<file path="config.mk">
export PLATFORM = sky130hd
export DESIGN_NAME = lm_display_arbiter
export DESIGN_NICKNAME = d
export VERILOG_FILES = /design/src/rtl/lm_pkg.sv /design/src/rtl/lm_src_slot.sv /design/src/rtl/lm_display_arbiter.sv
export SDC_FILE = /design/constraint.sdc
export NUM_CORES = 1
export LEC_CHECK = 0
export ABC_AREA = 1
export CORE_MARGIN = 5
export CORE_UTILIZATION = 59
export CTS_CLUSTER_SIZE = 10
export DETAILED_ROUTE_END_ITERATION = 6
export PLACE_DENSITY_LB_ADDON = 0.08
export SKIP_LAST_GASP = 1
export SLEW_MARGIN = 20
export SYNTH_ARGS = -nofsm -noshare
export SYNTH_HDL_FRONTEND = slang
export SYNTH_SLANG_ARGS = --single-unit
</file>
<file path="constraint.sdc">
create_clock -name clk -period 2.3 [get_ports clk]
set_clock_uncertainty 0.05 [all_clocks]
set_input_delay 0.69 -clock clk [delete_from_list [all_inputs] [get_ports clk]]
set_output_delay 0.69 -clock clk [all_outputs]
set_load 0.01 [all_outputs]
</file>
<file path="src/rtl/lm_pkg.sv">
// Shared constants for the LED display arbiter: source ids, LED tags, FSM states.
package lm_pkg;

    localparam logic [1:0] SRC_DATA  = 2'd0;
    localparam logic [1:0] SRC_UERR  = 2'd1;
    localparam logic [1:0] SRC_CMERR = 2'd2;
    localparam logic [1:0] SRC_CFG   = 2'd3;

    localparam logic [1:0] TAG_UERR  = 2'b10;
    localparam logic [1:0] TAG_CMERR = 2'b01;
    localparam logic [1:0] TAG_CFG   = 2'b11;

    typedef enum logic [1:0] {
        IDLE,
        SHOW,
        GAP
    } state_t;

endpackage

</file>
<file path="src/rtl/lm_src_slot.sv">
// One-deep pending buffer for a single message source with sticky overwrite flag.
module lm_src_slot #(
    parameter int WIDTH = 8
) (
    input  logic             clk,
    input  logic             rst,
    input  logic             i_valid,
    input  logic [WIDTH-1:0] i_data,
    input  logic             i_clear,
    output logic             o_full,
    output logic [WIDTH-1:0] o_payload,
    output logic             o_ovf
);

    logic             r_full;
    logic [WIDTH-1:0] r_payload;
    logic             r_ovf;

    // A strobe on the grant edge refills the slot without counting as overwrite.
    always_ff @(posedge clk) begin
        if (rst) begin
            r_full    <= 1'b0;
            r_payload <= '0;
            r_ovf     <= 1'b0;
        end else if (i_valid) begin
            r_payload <= i_data;
            r_full    <= 1'b1;
            if (r_full && !i_clear)
                r_ovf <= 1'b1;
        end else if (i_clear) begin
            r_full <= 1'b0;
        end
    end

    assign o_full    = r_full;
    assign o_payload = r_payload;
    assign o_ovf     = r_ovf;

endmodule

</file>
<file path="src/rtl/lm_display_arbiter.sv">
// Time-shares the board LEDs between four message sources with hold and gap timing.
// Define LM_ROUND_ROBIN_EN for rotating priority instead of fixed priority.
module lm_display_arbiter
    import lm_pkg::*;
#(
    parameter int WIDTH_LEDS          = 8,
    parameter int WIDTH_UART_DATA     = 8,
    parameter int WIDTH_UART_ERROR    = 3,
    parameter int WIDTH_VGA_ERROR     = 3,
    parameter int WIDTH_CONFIGURATION = 4,
    parameter int HOLD_CYCLES         = 50000000,
    parameter int GAP_CYCLES          = 5000000,
    parameter logic [WIDTH_LEDS-1:0] IDLE_PATTERN = 8'b01010101
) (
    input  logic                           clk,
    input  logic                           rst,
    input  logic                           UART_data_debug_switch,
    input  logic [WIDTH_UART_DATA-1:0]     UART_data,
    input  logic                           UART_data_valid,
    input  logic [WIDTH_UART_ERROR-1:0]    UART_errors,
    input  logic                           UART_errors_valid,
    input  logic [WIDTH_VGA_ERROR-1:0]     CM_errors,
    input  logic                           CM_errors_valid,
    input  logic [WIDTH_CONFIGURATION-1:0] config_notification,
    input  logic                           config_valid,
    output logic [WIDTH_LEDS-1:0]          leds,
    output logic [1:0]                     src_id,
    output logic                           busy,
    output logic [3:0]                     ovf_flags
);

    localparam int CMAX = (HOLD_CYCLES > GAP_CYCLES) ? HOLD_CYCLES : GAP_CYCLES;
    localparam int CW   = $clog2(CMAX + 1);
    localparam logic [CW-1:0] HOLD_LD = CW'(HOLD_CYCLES - 1);
    localparam logic [CW-1:0] GAP_LD  = CW'((GAP_CYCLES > 0) ? GAP_CYCLES - 1 : 0);

    state_t                  r_state, w_nstate;
    logic [WIDTH_LEDS-1:0]   r_leds, w_nleds, w_fmt;
    logic [1:0]              r_src, w_nsrc, w_sel;
    logic [CW-1:0]           r_hold, w_nhold, r_gap, w_ngap;
    logic [3:0]              w_full, w_ovf, w_elig, w_clear;
    logic                    w_grant, w_arb;

    logic [WIDTH_UART_DATA-1:0]     w_pl_data;
    logic [WIDTH_UART_ERROR-1:0]    w_pl_uerr;
    logic [WIDTH_VGA_ERROR-1:0]     w_pl_cmerr;
    logic [WIDTH_CONFIGURATION-1:0] w_pl_cfg;

    lm_src_slot #(.WIDTH(WIDTH_UART_DATA)) u_slot_data (
        .clk(clk), .rst(rst), .i_valid(UART_data_valid), .i_data(UART_data),
        .i_clear(w_clear[SRC_DATA]), .o_full(w_full[SRC_DATA]),
        .o_payload(w_pl_data), .o_ovf(w_ovf[SRC_DATA]));

    lm_src_slot #(.WIDTH(WIDTH_UART_ERROR)) u_slot_uerr (
        .clk(clk), .rst(rst), .i_valid(UART_errors_valid), .i_data(UART_errors),
        .i_clear(w_clear[SRC_UERR]), .o_full(w_full[SRC_UERR]),
        .o_payload(w_pl_uerr), .o_ovf(w_ovf[SRC_UERR]));

    lm_src_slot #(.WIDTH(WIDTH_VGA_ERROR)) u_slot_cmerr (
        .clk(clk), .rst(rst), .i_valid(CM_errors_valid), .i_data(CM_errors),
        .i_clear(w_clear[SRC_CMERR]), .o_full(w_full[SRC_CMERR]),
        .o_payload(w_pl_cmerr), .o_ovf(w_ovf[SRC_CMERR]));

    lm_src_slot #(.WIDTH(WIDTH_CONFIGURATION)) u_slot_cfg (
        .clk(clk), .rst(rst), .i_valid(config_valid), .i_data(config_notification),
        .i_clear(w_clear[SRC_CFG]), .o_full(w_full[SRC_CFG]),
        .o_payload(w_pl_cfg), .o_ovf(w_ovf[SRC_CFG]));

`ifdef LM_ROUND_ROBIN_EN
    logic [1:0] r_last;

    always_ff @(posedge clk) begin
        if (rst)
            r_last <= SRC_CFG;
        else if (w_grant)
            r_last <= w_sel;
    end
`endif

    // Debug switch masks everything but UART data; masked slots keep their data.
    always_comb begin
        w_elig = UART_data_debug_switch ? {3'b000, w_full[SRC_DATA]} : w_full;
        w_sel  = SRC_DATA;
`ifdef LM_ROUND_ROBIN_EN
        for (int k = 3; k >= 0; k--) begin
            logic [1:0] v_idx;
            v_idx = r_last + 2'(k) + 2'd1;
            if (w_elig[v_idx])
                w_sel = v_idx;
        end
`else
        if (w_elig[SRC_CMERR])
            w_sel = SRC_CMERR;
        else if (w_elig[SRC_UERR])
            w_sel = SRC_UERR;
        else if (w_elig[SRC_CFG])
            w_sel = SRC_CFG;
`endif
    end

    always_comb begin
        w_fmt = WIDTH_LEDS'(w_pl_data);
        unique case (w_sel)
            SRC_UERR:  w_fmt = {TAG_UERR,
                                {(WIDTH_LEDS-2-WIDTH_UART_ERROR){1'b0}}, w_pl_uerr};
            SRC_CMERR: w_fmt = {TAG_CMERR,
                                {(WIDTH_LEDS-2-WIDTH_VGA_ERROR){1'b0}}, w_pl_cmerr};
            SRC_CFG:   w_fmt = {TAG_CFG,
                                {(WIDTH_LEDS-2-WIDTH_CONFIGURATION){1'b0}}, w_pl_cfg};
            default:   w_fmt = WIDTH_LEDS'(w_pl_data);
        endcase
    end

    always_comb begin
        w_nstate = r_state;
        w_nleds  = r_leds;
        w_nsrc   = r_src;
        w_nhold  = r_hold;
        w_ngap   = r_gap;
        w_grant  = 1'b0;
        w_arb    = 1'b0;
        unique case (r_state)
            IDLE: w_arb = 1'b1;
            SHOW: begin
                if (r_hold != '0) begin
                    w_nhold = r_hold - CW'(1);
                end else if (GAP_CYCLES > 0) begin
                    w_nstate = GAP;
                    w_nleds  = '0;
                    w_ngap   = GAP_LD;
                end else begin
                    w_arb = 1'b1;
                end
            end
            GAP: begin
                if (r_gap != '0)
                    w_ngap = r_gap - CW'(1);
                else
                    w_arb = 1'b1;
            end
            default: w_nstate = IDLE;
        endcase
        // Shared by IDLE and every end-of-gap re-arbitration point.
        if (w_arb) begin
            if (|w_elig) begin
                w_grant  = 1'b1;
                w_nstate = SHOW;
                w_nleds  = w_fmt;
                w_nsrc   = w_sel;
                w_nhold  = HOLD_LD;
            end else begin
                w_nstate = IDLE;
                w_nleds  = IDLE_PATTERN;
            end
        end
    end

    assign w_clear = w_grant ? (4'b0001 << w_sel) : 4'b0000;

    always_ff @(posedge clk) begin
        if (rst) begin
            r_state <= IDLE;
            r_leds  <= IDLE_PATTERN;
            r_src   <= SRC_DATA;
            r_hold  <= '0;
            r_gap   <= '0;
        end else begin
            r_state <= w_nstate;
            r_leds  <= w_nleds;
            r_src   <= w_nsrc;
            r_hold  <= w_nhold;
            r_gap   <= w_ngap;
        end
    end

    assign leds      = r_leds;
    assign src_id    = r_src;
    assign busy      = (r_state != IDLE);
    assign ovf_flags = w_ovf;

endmodule

</file>
**Word-level counts from Yosys, hierarchy flattened**

Cells that the tools add are included.

- Bits in registers: 90
- Input bits: 25
- Output and inout bits: 15
- Word-level logic and storage cells: 91

- Add/sub/neg operators: 2
- Equal/unequal tests: 10
- Shifts and indexed selects: 1
- Multiplexer cells: 33
- Reductions and logical operators: 28

Operator list:

| operator | count |
|---|---|
| 2-to-1 mux 26 bit | 6 |
| one-hot mux 26 bit (2 select lines) | 1 |
| nonzero test 26 bit | 2 |
| subtractor 26 x 1 -> 26 bit (second input constant) | 2 |
| 2-to-1 mux 8 bit | 4 |
| one-hot mux 8 bit (3 select lines) | 1 |
| AND reduction 2 bit | 7 |
| nonzero test 2 bit | 7 |
| 2-to-1 mux 1 bit | 12 |
| 2-to-1 mux 2 bit | 5 |
| 2-to-1 mux 4 bit | 2 |
| == test 2 bit (second input constant) | 3 |
| != test 2 bit (second input constant) | 3 |
| == test 2 x 1 -> 1 bit (second input constant) | 2 |
| logical AND 1 bit | 4 |
| logical NOT 1 bit | 4 |
| one-hot mux 2 bit (2 select lines) | 1 |
| OR reduction 4 bit | 1 |
| left shift 1 x 2 -> 4 bit (first input constant) | 1 |
| != test 3 bit (second input constant) | 1 |
| AND reduction 3 bit | 1 |
| logical NOT 2 bit | 1 |
| != test 2 x 1 -> 1 bit (second input constant) | 1 |
| one-hot mux 1 bit (2 select lines) | 1 |
| OR reduction 2 bit | 1 |

**Depth between registers and ports, before layout**

- Depth in word-level cells: 9
- Mapped depth: 12
- Mapped depth without buffers: 12

**Cells and area by module**

Synthesis repeated with hierarchy kept, for this count alone.

- Cell total of the unflattened synthesis: 772
- Area total of the unflattened synthesis: 5028.6 um2

By module, submodules not included:

| module | instances | cells an instance | area each (um2) | sequential area each (um2) |
|---|---|---|---|---|
| lm_display_arbiter | 1 | 662 | 4092.7 | 1281.2 |
| lm_src_slot at u_slot_data | 1 | 43 | 392.9 | 200.2 |
| lm_src_slot at u_slot_cmerr ... | 2 | 21 | 171.4 | 100.1 |
| lm_src_slot at u_slot_cfg | 1 | 25 | 200.2 | 120.1 |

**Worst setup path after synthesis**

OpenSTA, ideal clock, no wires.

- Path kind: in2reg
- Start point: in UART_data_debug_switch
- End point: reg r_hold[3]
- Arrival time: 1.699 ns
- Required time: 2.137 ns
- Slack: 0.438 ns
- Cell stages on the path: 10
- Cells stage by stage: nor2_1 -> nor2_1 -> nand2_2 -> nor2_8 -> inv_2 -> nand2_1 -> buf_4 -> nand2_1 -> o21ai_1 -> inv_1

- Longest elaborated chain between the ends: 4

Ends and longest elaborated chain:

| element | line | RTL |
|---|---|---|
| start: declaration | lm_display_arbiter.sv:17 | `input logic UART_data_debug_switch,` |
| 2-to-1 mux 4 bit | lm_display_arbiter.sv:82 | `w_elig = UART_data_debug_switch ? {3'b000, w_full[SRC_DATA]} : w_full;` |
| OR reduction 4 bit | lm_display_arbiter.sv:145 | `if (\|w_elig) begin` |
| 2-to-1 mux 26 bit | lm_display_arbiter.sv:145 |  |
| 2-to-1 mux 26 bit | lm_display_arbiter.sv:144 | `if (w_arb) begin` |
| end signal: assignment | lm_display_arbiter.sv:171 | `r_hold <= w_nhold;` |
| end: declaration | lm_display_arbiter.sv:40 | `logic [CW-1:0] r_hold, w_nhold, r_gap, w_ngap;` |

Every way passes these cells.
A chain may end at the register's enable or synchronous reset.

**Worst setup path in the final report**

- Start point: reg r_state[0]
- End point: out busy

- Longest elaborated chain between the ends: 1

Ends and longest elaborated chain:

| element | line | RTL |
|---|---|---|
| start: declaration | lm_display_arbiter.sv:37 | `state_t r_state, w_nstate;` |
| start signal: assignment | lm_display_arbiter.sv:168 | `r_state <= w_nstate;` |
| nonzero test 2 bit | lm_display_arbiter.sv:178 | `assign busy = (r_state != IDLE);` |
| end: declaration | lm_display_arbiter.sv:28 | `output logic busy,` |

Every way passes these cells.

==> qor.yml <==
io_pins: 40
dp.cells: 911
synth_area_per_cell_um2: 6.565
grt.overflow.total: 0
final_nets: 845
path_clk_slew_ns: 0.10
synth-main-ff-cell: "dfxtp_1"
die_h_um: 102.8
synth_common_cells: "193 x nand2_1, 138 x nor2_1, 90 x dfxtp_1, 66 x inv_1, 65 x nand3_1"
worstPathArrival_ns: 1.45
vias_per_cell: 5.469
cts.sinks: 90
numCtsBuffers: 9
synth_nets: 802
cts_tree: "yes"
cp-end-kind: "output pin"
yosysTopAreaCell: "dfxtp_1"
setup_viol: 0
synth_edf_count: 0
drive_gt1_share_pct: 9.732
timing.final.ws_setup_ns: 0.1095
min_from: "u_slot_cmerr.o_ovf$_SDFFE_PP0P_"
yosysWarnings: 0
grt_usage_pct: 25.33
maxCapViolations: 0
syn_to_final_growth_pct: 14.04
cts_root_buffer: "clkbuf_8"
status: "finished, violations left"
synth_cell_types: 39
coreArea_um2: 8299
insertion_delay_ns: 0.37
cp_data_required_time_ns: 1.56
rows: 33
crit_fanout: 5
dieArea_um2: 10570
max_freq_mhz: 456.5
dr.first_iter.drc_count: 321
cp_cell_sequence: "inv_2 > nand2_1 > clkdlybuf4s50_1"
netlist_top_cells_area: "dfxtp_1 35%, nand2_1 14%, nor2_1 10%, nand3_1 6.4%, a21oi_1 5.7%"
critPathSlowestCell: "clkdlybuf4s50_1"
powerDensity_nw_per_um2: 653.4
synthesis.area_um2: 5081
grt_pass1_wl_mm: 21.51
dr_total_vias: 5070
place_ws_ns: -0.1281
async_flop_share_pct: 0
cts_max_level: 3
cts-hold-fix-buffers: 0
drt_wl_total_mm: 12.54
rsz0062_at_grt: "no"
slew_headroom_pct: 70.22
start_kind: "register"
vdd_drop_max_uv: 431.5
grt_max_degree: 27
grt_pass1_vias: 4789
synth_top_area_share_pct: 35.46
port_buffers: 39
route.detailed.drc: 5
initial_utilization_pct: 61.22
hold_violations: 0
critPathKind: "register to output pin"
critPathLaunch: "r_state[0]$_SDFFE_PP0P_"
post-route-period-util_pct: 95.24
ys_seq_area_share_pct: 35.46
yosysMostFrequentCell: "nand2_1"
min_period_ns: 2.191
place_hpwl_mm: 9.717
wire_per_inst_um: 13.52
violations: "DRC"
drtPass1Iterations: 7
antenna_cells_inserted: 0
grt_antenna_before_repair: 0
p_leak_nw: 2.767
synthCells: 774
ant_nets: 0
place.gp.congestion: 0.9365
synth_seq_cells: 90
worstMarginPinSlew_ns: 0.4456
slowest_delay_ns: 0.54
design_area_um2: 5794
rr_startpoint: "r_gap[0]$_SDFFE_PP0P_"
die_x_um: 102.8
fin_cells: 927
hold_path.class: "register to register"
place_area_um2: 5584
maxSlewViolCount: 0
clockBufferDepth: 2
metal layers:
| layer | up-vias | routed length (um) | GRT usage, % |
|---|---|---|---|
| met5 | - | 0 | 0 |
| li1 | 2565 | - | - |
| met3 | 18 | 890 | 5.548 |
| met2 | 189 | 5763 | 41.36 |
| met4 | 0 | 191 | 7.171 |
| met1 | 2298 | 5690 | 33.91 |
cell usage in the layout, fill, tap and decap left out, types with 2 or more instances in the layout:
cell type        netlist  final
dfxtp_2                0      2
xor2_1                21     21
o21ai_1                6      6
inv_1                 66     66
o31ai_1                2      2
o21ai_0               30     30
nand4_1               12     12
inv_6                  0      2
nand3_1               65     65
inv_8                  0      2
clkdlybuf4s50_1        0     39
a21oi_1               58     58
xnor2_1                4      4
nor2_2                10     10
nand2_1              193    193
a21oi_2                4      4
nand2_4                2      2
ha_1                   3      3
o22ai_1                2      2
o211ai_1               6      6
nand3b_1               6      6
nor2_1               138    138
nand2_2                5      5
dfxtp_1               90     88
nor2_4                 2      2
inv_2                  7      7
clkbuf_8               0      9
nand4_2                2      2
nand3_2                2      2
or2_2                  2      2
buf_4                  5     19
nor2_8                 2      2
critical path, delay by kind of cell (launching register included):
family	cells	cell delay, ns
buffers and inverters	2	0.62
flip-flops	1	0.39
AND/OR/NAND/NOR	1	0.08
area by class of cell:
class	count	area (um^2)
Sequential cell	90	1804
Clock buffer	9	123.9
Timing Repair Buffer	58	533.0
Tap cell	105	131.4
Clock inverter	7	83.83
Fill cell	699	2505
Inverter	75	284.0
Multi-Input combinational cell	583	2834
logic make-up after synthesis:
group	Yosys count	synth area share, %
and+or+nand+nor	444	38.64
AOI/OAI and AO/OA	111	12.09
adders and majority gates	3	0.7388
buffers and inverters	101	8.766
DFF	90	35.46
xor gates and xnor gates	25	4.309
flip-flops by register name, indices dropped and copies added, names as in the netlist:
signal                  flops
u_slot_cmerr.o_payload      3
u_slot_data.o_ovf           1
u_slot_cfg.o_payload        4
src_id                      2
u_slot_uerr.o_full          1
u_slot_cfg.o_full           1
r_hold                     26
r_gap                      26
leds                        8
u_slot_data.o_payload       8
u_slot_data.o_full          1
u_slot_cmerr.o_full         1
r_state                     2
u_slot_cmerr.o_ovf          1
u_slot_uerr.o_ovf           1
u_slot_uerr.o_payload       3
u_slot_cfg.o_ovf            1
where the power goes:
group          internal (mW)  switching (mW)  leakage, nW  total (mW)
clock                  0.526           0.627        0.108        1.15
sequential              1.66          0.0950        0.740        1.76
combinational          0.338           0.538         1.92       0.877
worst paths after layout:
| kind | end | slack, ns | cells after the start |
|---|---|---|---|
| setup reg to reg | r_hold[9]$_SDFF_PP0_ | 0.20 | 9 |
| setup / recovery | busy | 0.11 | 3 |
| hold reg to reg | u_slot_cmerr.o_ovf$_SDFFE_PP0P_ | 0.41 | 2 |
| hold / removal | u_slot_cmerr.o_ovf$_SDFFE_PP0P_ | 0.41 | 2 |
per-stage QoR:
step                hold slack (ns)  total power [mW]  TNS (ns)  utilization, %
CTS                          0.4128             3.810         0           69.79
finish                       0.4073             3.786         0           69.82
global placement             0.3906             2.632   -0.1489           67.28
detailed placement           0.3987             2.660    -1.168           67.28
floorplan                    0.3804             2.380         0               -
global route                 0.4255             4.010         0           69.82
what timing repair did:
action | 4_1_cts | 5_1_grt
endpoints found under the hold margin | 0 | 0
setup endpoints to repair | 0 | 1
resized for setup | 0 | 2
setup buffers | 0 | 0
Note: power is estimated with default switching activity, not from simulation.
